[src/rtl/video_timing_gen.sv]
// Raster timing generator: counts pixels/lines while the PLL is locked and enabled,
// and registers sync, data-enable, coordinates and strobes one cycle behind the counters.
module video_timing_gen #(
  parameter int H_ACTIVE = 800,
  parameter int H_FP     = 40,
  parameter int H_SYNC   = 128,
  parameter int H_BP     = 88,
  parameter int V_ACTIVE = 480,
  parameter int V_FP     = 1,
  parameter int V_SYNC   = 3,
  parameter int V_BP     = 49,
  parameter bit HS_POL   = 1'b0,
  parameter bit VS_POL   = 1'b0,
  parameter int CW       = 11
) (
  input  logic          clk,
  input  logic          reset_n,
  input  logic          pll_locked,
  input  logic          enable,
  input  logic [CW-1:0] line_irq_y,
  output logic          hsync,
  output logic          vsync,
  output logic          de,
  output logic [CW-1:0] x,
  output logic [CW-1:0] y,
  output logic          line_start,
  output logic          frame_start,
  output logic          line_irq
);
  localparam logic [31:0] H_TOTAL = 32'(H_ACTIVE + H_FP + H_SYNC + H_BP);
  localparam logic [31:0] V_TOTAL = 32'(V_ACTIVE + V_FP + V_SYNC + V_BP);
  localparam logic [31:0] H_ACT_W = 32'(H_ACTIVE);
  localparam logic [31:0] V_ACT_W = 32'(V_ACTIVE);
  localparam logic [31:0] HS_BEG  = 32'(H_ACTIVE + H_FP);
  localparam logic [31:0] HS_END  = 32'(H_ACTIVE + H_FP + H_SYNC);
  localparam logic [31:0] VS_BEG  = 32'(V_ACTIVE + V_FP);
  localparam logic [31:0] VS_END  = 32'(V_ACTIVE + V_FP + V_SYNC);

  logic          lock_s1;
  logic          locked_s;
  logic [CW-1:0] hc_p0;
  logic [CW-1:0] vc_p0;
  logic [31:0]   hc_w;
  logic [31:0]   vc_w;
  logic          h_last;
  logic          v_last;
  logic          de_d;
  logic          hs_d;
  logic          vs_d;
  logic          irq_d;

  always_ff @(posedge clk or negedge reset_n) begin
    if (!reset_n) begin
      lock_s1  <= 1'b0;
      locked_s <= 1'b0;
    end else begin
      lock_s1  <= pll_locked;
      locked_s <= lock_s1;
    end
  end

  // Stage p0: raster counters
  always_ff @(posedge clk or negedge reset_n) begin
    if (!reset_n) begin
      hc_p0 <= '0;
      vc_p0 <= '0;
    end else if (!locked_s) begin
      hc_p0 <= '0;
      vc_p0 <= '0;
    end else if (enable) begin
      if (h_last) begin
        hc_p0 <= '0;
        vc_p0 <= v_last ? '0 : vc_p0 + CW'(1);
      end else begin
        hc_p0 <= hc_p0 + CW'(1);
      end
    end
  end

  assign hc_w   = 32'(hc_p0);
  assign vc_w   = 32'(vc_p0);
  assign h_last = (hc_w == H_TOTAL - 32'd1);
  assign v_last = (vc_w == V_TOTAL - 32'd1);
  assign de_d   = (hc_w < H_ACT_W) && (vc_w < V_ACT_W);
  assign hs_d   = (hc_w >= HS_BEG) && (hc_w < HS_END);
  assign vs_d   = (vc_w >= VS_BEG) && (vc_w < VS_END);
  assign irq_d  = (hc_w == H_ACT_W) && (vc_p0 == line_irq_y);

  // Stage p1: registered decode; strobes are cleared while paused so none repeat
  always_ff @(posedge clk or negedge reset_n) begin
    if (!reset_n) begin
      hsync       <= ~HS_POL;
      vsync       <= ~VS_POL;
      de          <= 1'b0;
      x           <= '0;
      y           <= '0;
      line_start  <= 1'b0;
      frame_start <= 1'b0;
      line_irq    <= 1'b0;
    end else if (!locked_s) begin
      hsync       <= ~HS_POL;
      vsync       <= ~VS_POL;
      de          <= 1'b0;
      x           <= '0;
      y           <= '0;
      line_start  <= 1'b0;
      frame_start <= 1'b0;
      line_irq    <= 1'b0;
    end else if (enable) begin
      hsync       <= hs_d ? HS_POL : ~HS_POL;
      vsync       <= vs_d ? VS_POL : ~VS_POL;
      de          <= de_d;
      x           <= hc_p0;
      y           <= vc_p0;
      line_start  <= (hc_p0 == '0);
      frame_start <= (hc_p0 == '0) && (vc_p0 == '0);
      line_irq    <= irq_d;
    end else begin
      line_start  <= 1'b0;
      frame_start <= 1'b0;
      line_irq    <= 1'b0;
    end
  end
endmodule
[config.mk]
export PLATFORM = sky130hd
export DESIGN_NAME = video_timing_gen
export DESIGN_NICKNAME = d
export VERILOG_FILES = /design/src/rtl/video_timing_gen.sv
export SDC_FILE = /design/constraint.sdc
export NUM_CORES = 1
export LEC_CHECK = 0
export CAP_MARGIN = 20
export CORE_AREA = 2 2 76 78
export DETAILED_ROUTE_END_ITERATION = 12
export DIE_AREA = 0 0 78 80
export PLACE_DENSITY_LB_ADDON = 0.05
export SLEW_MARGIN = 20
export SYNTH_ARGS = -nofsm -noshare
export SYNTH_HDL_FRONTEND = slang
export SYNTH_SLANG_ARGS = --single-unit
[constraint.sdc]
create_clock -name clk -period 3.3 [get_ports clk]
set_input_delay 0.66 -clock clk [delete_from_list [all_inputs] [get_ports clk]]
set_output_delay 0.66 -clock clk [all_outputs]
set_load 0.1 [all_outputs]
==> key figures, run 1 <==
Placement
  • Dpl hpwl: 4170 um
  • Gpl congestion: about 0.8
  • Placed cells: between 300 and 400
  • Number of port buffers: between 40 and 50
  • Pre-CTS setup slack: 0.579 ns

Synthesis
  • Post-Syn Area: around 0.0027 mm2
  • Mapped Cells: roughly 260
  • Post-synthesis register bit count: 52
  • Avg Cell Area, Syn: roughly 10 um2
  • Number of flops mapped to enable cells by yosys: 0
  • Netlist cell types: 46
  • Main synth FF type: dfrtp_1
  • Synth warn: 0
  • Seq/Total Area, Yosys: between 40% and 50%
  • Asr flop ratio synth: 100%
  • Syn nets: 282

Finish
  • Non-filler instance count after layout: 366
  • ANT cells: 0
  • Layout cells sized above 1: between 10% and 20%
  • Layout area overhead: 16.5%
  • Layout Nets: 313

Timing
  • Fin crit share: between 70% and 80%
  • Max-slew violations: 0
  • Worst-Margin Slew: ~0.9 ns
  • Fin. Hold Viols: 0
  • Clock Skew: 0.00932 ns
  • Final setup viols: 0
  • Fin Setup TNS: 0 ns
  • RSZ-0062 raised after global routing: false
  • Minimum clock period: 2.37 ns
  • Relative slew slack: approximately 40%
  • FMAX: approximately 0.42 GHz
  • PnR worst setup slack: 0.927 ns

Route
  • Vias/cell: roughly 5.5
  • Residual DRC: 0
  • Final antenna-violating net count: 0
  • Drt first pass iters: 4
  • Per-cell routed wire length: 16.5 um
  • Initial DRC Count: 168
  • Via count: 2,008
  • Drt total wl: between 6000 and 7000 um

Setup path
  • Worst setup path class: in2reg
  • Max FO, Critical Path: 16
  • CP max stage delay: between 0.5 and 0.6 ns
  • CP Capture Type: register
  • Critical path launch point type: input pin
  • FF-to-FF End: vc_p0[7]
  • CP Data Required Time: approximately 3.5 ns
  • Crit-path cells: clkdlybuf4s50_1 -> buf_4 -> nand2b_1 -> or4b_1 -> xor2_1 -> nor2_1
  • Critical Path AT: 2.56 ns
  • Delay-heaviest family, CP: simple AND/OR/NAND/NOR gates
  • Buf+Inv Stages, Crit Path: 2
  • Reg2Reg Launch Point: hc_p0[0]
  • CP Depth: 6
  • R2r setup slk: ~1.2 ns
  • Path depth of the worst reg2reg path: 6
  • Slowest CP cell: clkdlybuf4s50_1

GRT
  • Vias in the first global route: 1,959
  • First-pass GRT wire length: ~10000 um
  • Largest net degree at the start of global routing: between 40 and 50
  • GRT Util Overall: between 20% and 30%
  • Met3 Use GR: under 10%
  • GRT busiest layer: met1
  • Met1 Use GR: 32.1%
  • Initial antenna violation count: 0
  • Met2 usage in global routing: about 28%
  • Congestion Overflow GR: 0

Clock network
  • Root buf cell: clkbuf_8
  • Post-CTS Setup Repair Bufs: 0
  • Clock Pin Slew Worst Setup and Hold Paths: 0.10 ns
  • Post-cts repair resize count: 0
  • Cts hold-fix bufs: 0
  • Worst skew pair latency: about 0.30 ns
  • Clock Sinks: 52
  • CTS H-Tree Depth: 2
  • Clock buffer depth: 2
  • Cts bufs inserted: 5
  • CTS tree: yes

Worst hold path
  • Min-delay src: lock_s1
  • WHS Endpoint: locked_s
  • WHS Path Cells: 0
  • Hold WC Path Type: reg2reg

Die
  • Die area: about 0.0062 mm2
  • FP Rows: 27
  • Io pins: 43
  • Die width: a little under 80 um
  • Core ar.: ~0.0054 mm2
  • Initial Utilization: between 40 and 50%
  • Die height: roughly 80 um

Power and ir drop
  • Worst vdd ir: 223 uV
  • P per Cell Area: between 300 and 400 mW/mm2
  • Overall Power: 0.00124 W
  • Leakage power: between 1 and 1.5 nW

Status
  • Outcome: completed

Job
  • Max_cap viols: 0
-- cells in the final DEF (no fill, tap or decap), drive strengths merged, types with 3 or more instances in the layout --
cell	netlist	final
and4	5	5
mux2i	22	22
a31oi	11	11
o31a	3	3
buf	14	35
o31ai	7	7
nand4	7	7
nor4	8	8
inv	7	7
or3	3	3
nand2	11	11
xnor2	4	4
nand3	7	7
a21oi	4	4
xor2	15	15
ha	5	5
dfrtp	50	50
nor2	38	38
nand2b	3	3
clkdlybuf4s50	0	13
clkbuf	10	7
o21ai	6	6
-- metrics by stage --
stage / util, % / hold slack [ns] / instance area, um2
global placement: 56.1 / 0.336 / 3030
CTS: 57.6 / 0.365 / 3110
detailed placement: 56.1 / 0.344 / 3030
floorplan: - / 0.331 / 2670
global route: 57.6 / 0.385 / 3110
finish: 57.6 / 0.363 / 3110
-- layout make-up --
class / count / area [um2]
flip-flops and latches: 52 / 1300
fillers: 487 / 2290
repair buffers: 48 / 390
multi-input cells: 179 / 1220
clock inverters: 1 / 5.00
inverters: 7 / 26.3
clock buffers: 7 / 76.3
well taps: 72 / 90.1
-- registers in the layout, indices dropped and copies added (netlist names) --
signal       count
hc_p0           11
vc_p0           11
x               11
y               11
de               1
frame_start      1
hsync            1
line_irq         1
line_start       1
lock_s1          1
locked_s         1
vsync            1
-- synthesized netlist by cell type (2+ instances only) --
| library cell | n | area share (%) |
|---|---|---|
| a21oi_1 | 4 | 0.75 |
| a22oi_1 | 2 | 0.56 |
| a31oi_1 | 11 | 2.6 |
| and2_1 | 2 | 0.47 |
| and4_1 | 5 | 1.6 |
| buf_1 | 2 | 0.28 |
| buf_2 | 9 | 1.7 |
| buf_6 | 2 | 0.84 |
| clkbuf_1 | 10 | 1.4 |
| dfrtp_1 | 50 | 47 |
| dfstp_2 | 2 | 2.0 |
| ha_1 | 5 | 2.3 |
| inv_1 | 6 | 0.84 |
| mux2i_1 | 22 | 8.2 |
| nand2_1 | 11 | 1.5 |
| nand2b_1 | 3 | 0.70 |
| nand3_1 | 6 | 1.1 |
| nand4_1 | 7 | 1.6 |
| nor2_1 | 38 | 5.3 |
| nor3_1 | 2 | 0.37 |
| nor4_1 | 8 | 1.9 |
| o21ai_0 | 6 | 1.1 |
| o31a_1 | 3 | 0.98 |
| o31ai_1 | 6 | 1.7 |
| or3_1 | 2 | 0.47 |
| xnor2_1 | 4 | 1.3 |
| xor2_1 | 15 | 4.9 |
-- metal layers --
layer,up-vias,wire (um)
met5,-,0
li1,986,-
met1,961,3120
met3,4,296
met4,0,48
met2,57,2560
-- worst max-delay path by stage --
stage	startpoint	slack, ns	to
finish	enable	0.93	hc_p0[5]
global route	enable	0.81	hc_p0[5]
CTS	enable	0.91	hc_p0[5]
detailed placement	enable	0.58	hc_p0[5]
global placement	enable	0.66	hc_p0[5]
floorplan	enable	1.46	hc_p0[5]
-- cells by family after synthesis --
kind of cell / synth area share [%]
and+or+nand+nor: 18.5
DFF: 48.8
AOI/OAI and AO/OA: 10.4
buffers and inverters: 5.48
muxes: 8.24
xor gates and xnor gates: 6.23
adders and majority gates: 2.34
-- power by group --
group	switching [W]	total, W	internal (W)
logic	0.000130	0.000198	0.0000673
clock network	0.000205	0.000354	0.000150
registers	0.0000356	0.000692	0.000656
total	0.000371	0.00124	0.000873
No activity file was read; power rests on OpenSTA's default activity.
==> inputs of run 2 (changes only) <==
Clock period 3.3 ns to 2.3 ns, I/O delays scaled along.
==> key figures, run 2 (synthesis results as in run 1) <==
Power and ir drop
  • P per Cell Area: 565 mW/mm2
  • Combinational Power Share: 16.8%
  • Leakage power: roughly 1.5 nW
  • Worst vdd ir: 338 uV
  • Internal cell power: between 0.001 and 0.0015 W
  • NetSw: ~0.00053 W
  • Flop pwr share: 55.2%
  • Clock power frac: between 20% and 30%
  • Switching share of total power: between 20 and 30%

Route
  • Drt first pass iters: 4
  • Initial DRC Count: 132
  • Via count: roughly 2,100
  • Per-cell routed wire length: 16.5 um
  • Final antenna-violating net count: 0
  • Residual DRC: 0
  • Vias/cell: ~5.6
  • Drt total wl: approximately 6000 um

Timing
  • Final setup viols: 0
  • RSZ-0062 raised after global routing: false
  • Relative slew slack: between 60 and 70%
  • Fin crit share: between 80% and 90%
  • FMAX: 0.531 GHz
  • Minimum clock period: roughly 1.9 ns
  • Worst-Margin Slew: 0.458 ns
  • Max-slew violations: 0
  • PnR worst setup slack: ~0.42 ns
  • WHS: just over 0.009 ns
  • Fin. Hold Viols: 0
  • Clock Skew: between 0.01 and 0.015 ns
  • Fin Setup TNS: 0 ns

Setup path
  • Critical path launch point type: input pin
  • Reg2Reg Launch Point: hc_p0[0]
  • CP Capture Type: register
  • Critical Path AT: 2.09 ns
  • Worst setup path class: in2reg
  • FF-to-FF End: frame_start
  • R2r setup slk: approximately 0.42 ns
  • Path depth of the worst reg2reg path: 6
  • CP Data Required Time: 2.50 ns
  • CP Launch Point: enable
  • Max FO, Critical Path: 7

Finish
  • Layout cells sized above 1: 17.7%
  • Layout Nets: 319
  • ANT cells: 0
  • Filler cells: just under 500
  • Most frequent cells in the layout: dfrtp_1 (50), buf_4 (39), nor2_1 (38)
  • Layout area overhead: 18.7%
  • Most common library cell in the layout ignoring fill and taps: dfrtp_1

GRT
  • First-pass GRT wire length: 10,400 um
  • GRT Util Overall: between 20 and 25%
  • Vias in the first global route: about 2,000
  • Largest net degree at the start of global routing: 28
  • Congestion Overflow GR: 0
  • Initial antenna violation count: 0

Clock network
  • Clock buffer depth: 2
  • CTS H-Tree Depth: 2
  • Clock Sinks: between 50 and 60
  • Worst skew pair latency: ~0.31 ns
  • Cts hold-fix bufs: 0
  • Post-cts repair resize count: 0
  • Clock Pin Slew Worst Setup and Hold Paths: approximately 0.090 ns
  • Cts bufs inserted: 5
  • CTS tree: yes
  • Root buf cell: clkbuf_8
  • Post-CTS Setup Repair Bufs: 0

Die
  • Die height: 80 um
  • FP Rows: 27
  • Core ar.: approximately 0.0054 mm2
  • Initial Utilization: 49.4%
  • Die area: about 0.0062 mm2
  • Io pins: 43
  • Die width: 78 um

Status
  • Outcome: completed

Placement
  • Gpl congestion: roughly 0.82
  • Dpl hpwl: ~4300 um
  • Number of port buffers: 42
  • Pre-CTS setup slack: ~0.13 ns

Worst hold path
  • Hold WC Path Type: in2async

Job
  • Max_cap viols: 0
==> run 2: cell types whose count changed in the layout (fill, tap and decap cells not counted) <==
cell,delta
buf_4,+5
buf_12,+1
==> run 2: worst max path at each step <==
stage	to	slack (ns)	depth (start not counted)
global placement	vc_p0[2]	0.21	6
floorplan	vc_p0[9]	0.52	8
finish	vc_p0[9]	0.42	6
global route	frame_start	0.25	6
CTS	frame_start	0.42	6
detailed placement	vc_p0[9]	0.13	6
==> run 2: final cells by class <==
cell class | instances | area (um2) | area share (%)
clock inverters | 1 | 5.00 | 0.158
repair buffers | 54 | 448 | 14.1
flip-flops and latches | 52 | 1300 | 41.1
multi-input cells | 179 | 1220 | 38.5
well taps | 72 | 90.1 | 2.84
clock buffers | 7 | 76.3 | 2.41
inverters | 7 | 26.3 | 0.829
==> run 2: power groups by stage <==
stage | logic [W] | clock network, W | registers (W)
3_5_place_dp | 0.000303 | 0 | 0.00101
4_1_cts | 0.000304 | 0.000513 | 0.000987
2_1_floorplan | 0.000141 | 0 | 0.00106
3_3_place_gp | 0.000300 | 0 | 0.00100
5_1_grt | 0.000330 | 0.000550 | 0.000994
6_report | 0.000301 | 0.000501 | 0.000988
==> run 2: stage by stage <==
step,area (um2),power (W),std cells,util (%)
final,3170,0.00179,372,58.7
after global routing,3170,0.00187,372,58.7
after CTS,3170,0.00180,372,58.7
after detailed placement,3090,0.00131,364,57.2
after global placement,3090,0.00130,364,57.2
after floorplan,2670,0.00120,262,-
==> run 2: metal layers <==
| layer | track usage, % | vias to the layer above | wire [um] |
|---|---|---|---|
| met2 | 29.1 | 74 | 2550 |
| met3 | 4.64 | 4 | 382 |
| li1 | - | 994 | - |
| met1 | 34.6 | 999 | 3180 |
| met4 | 4.56 | 0 | 43 |
| met5 | 0 | - | 0 |
==> run 2: critical path, stage by stage <==
cell and delay (ns):
clkdlybuf4s50_1 0.61, nand4bb_1 0.23, o31ai_4 0.31, buf_4 0.19, nand3_2 0.08, o31ai_1 0.21
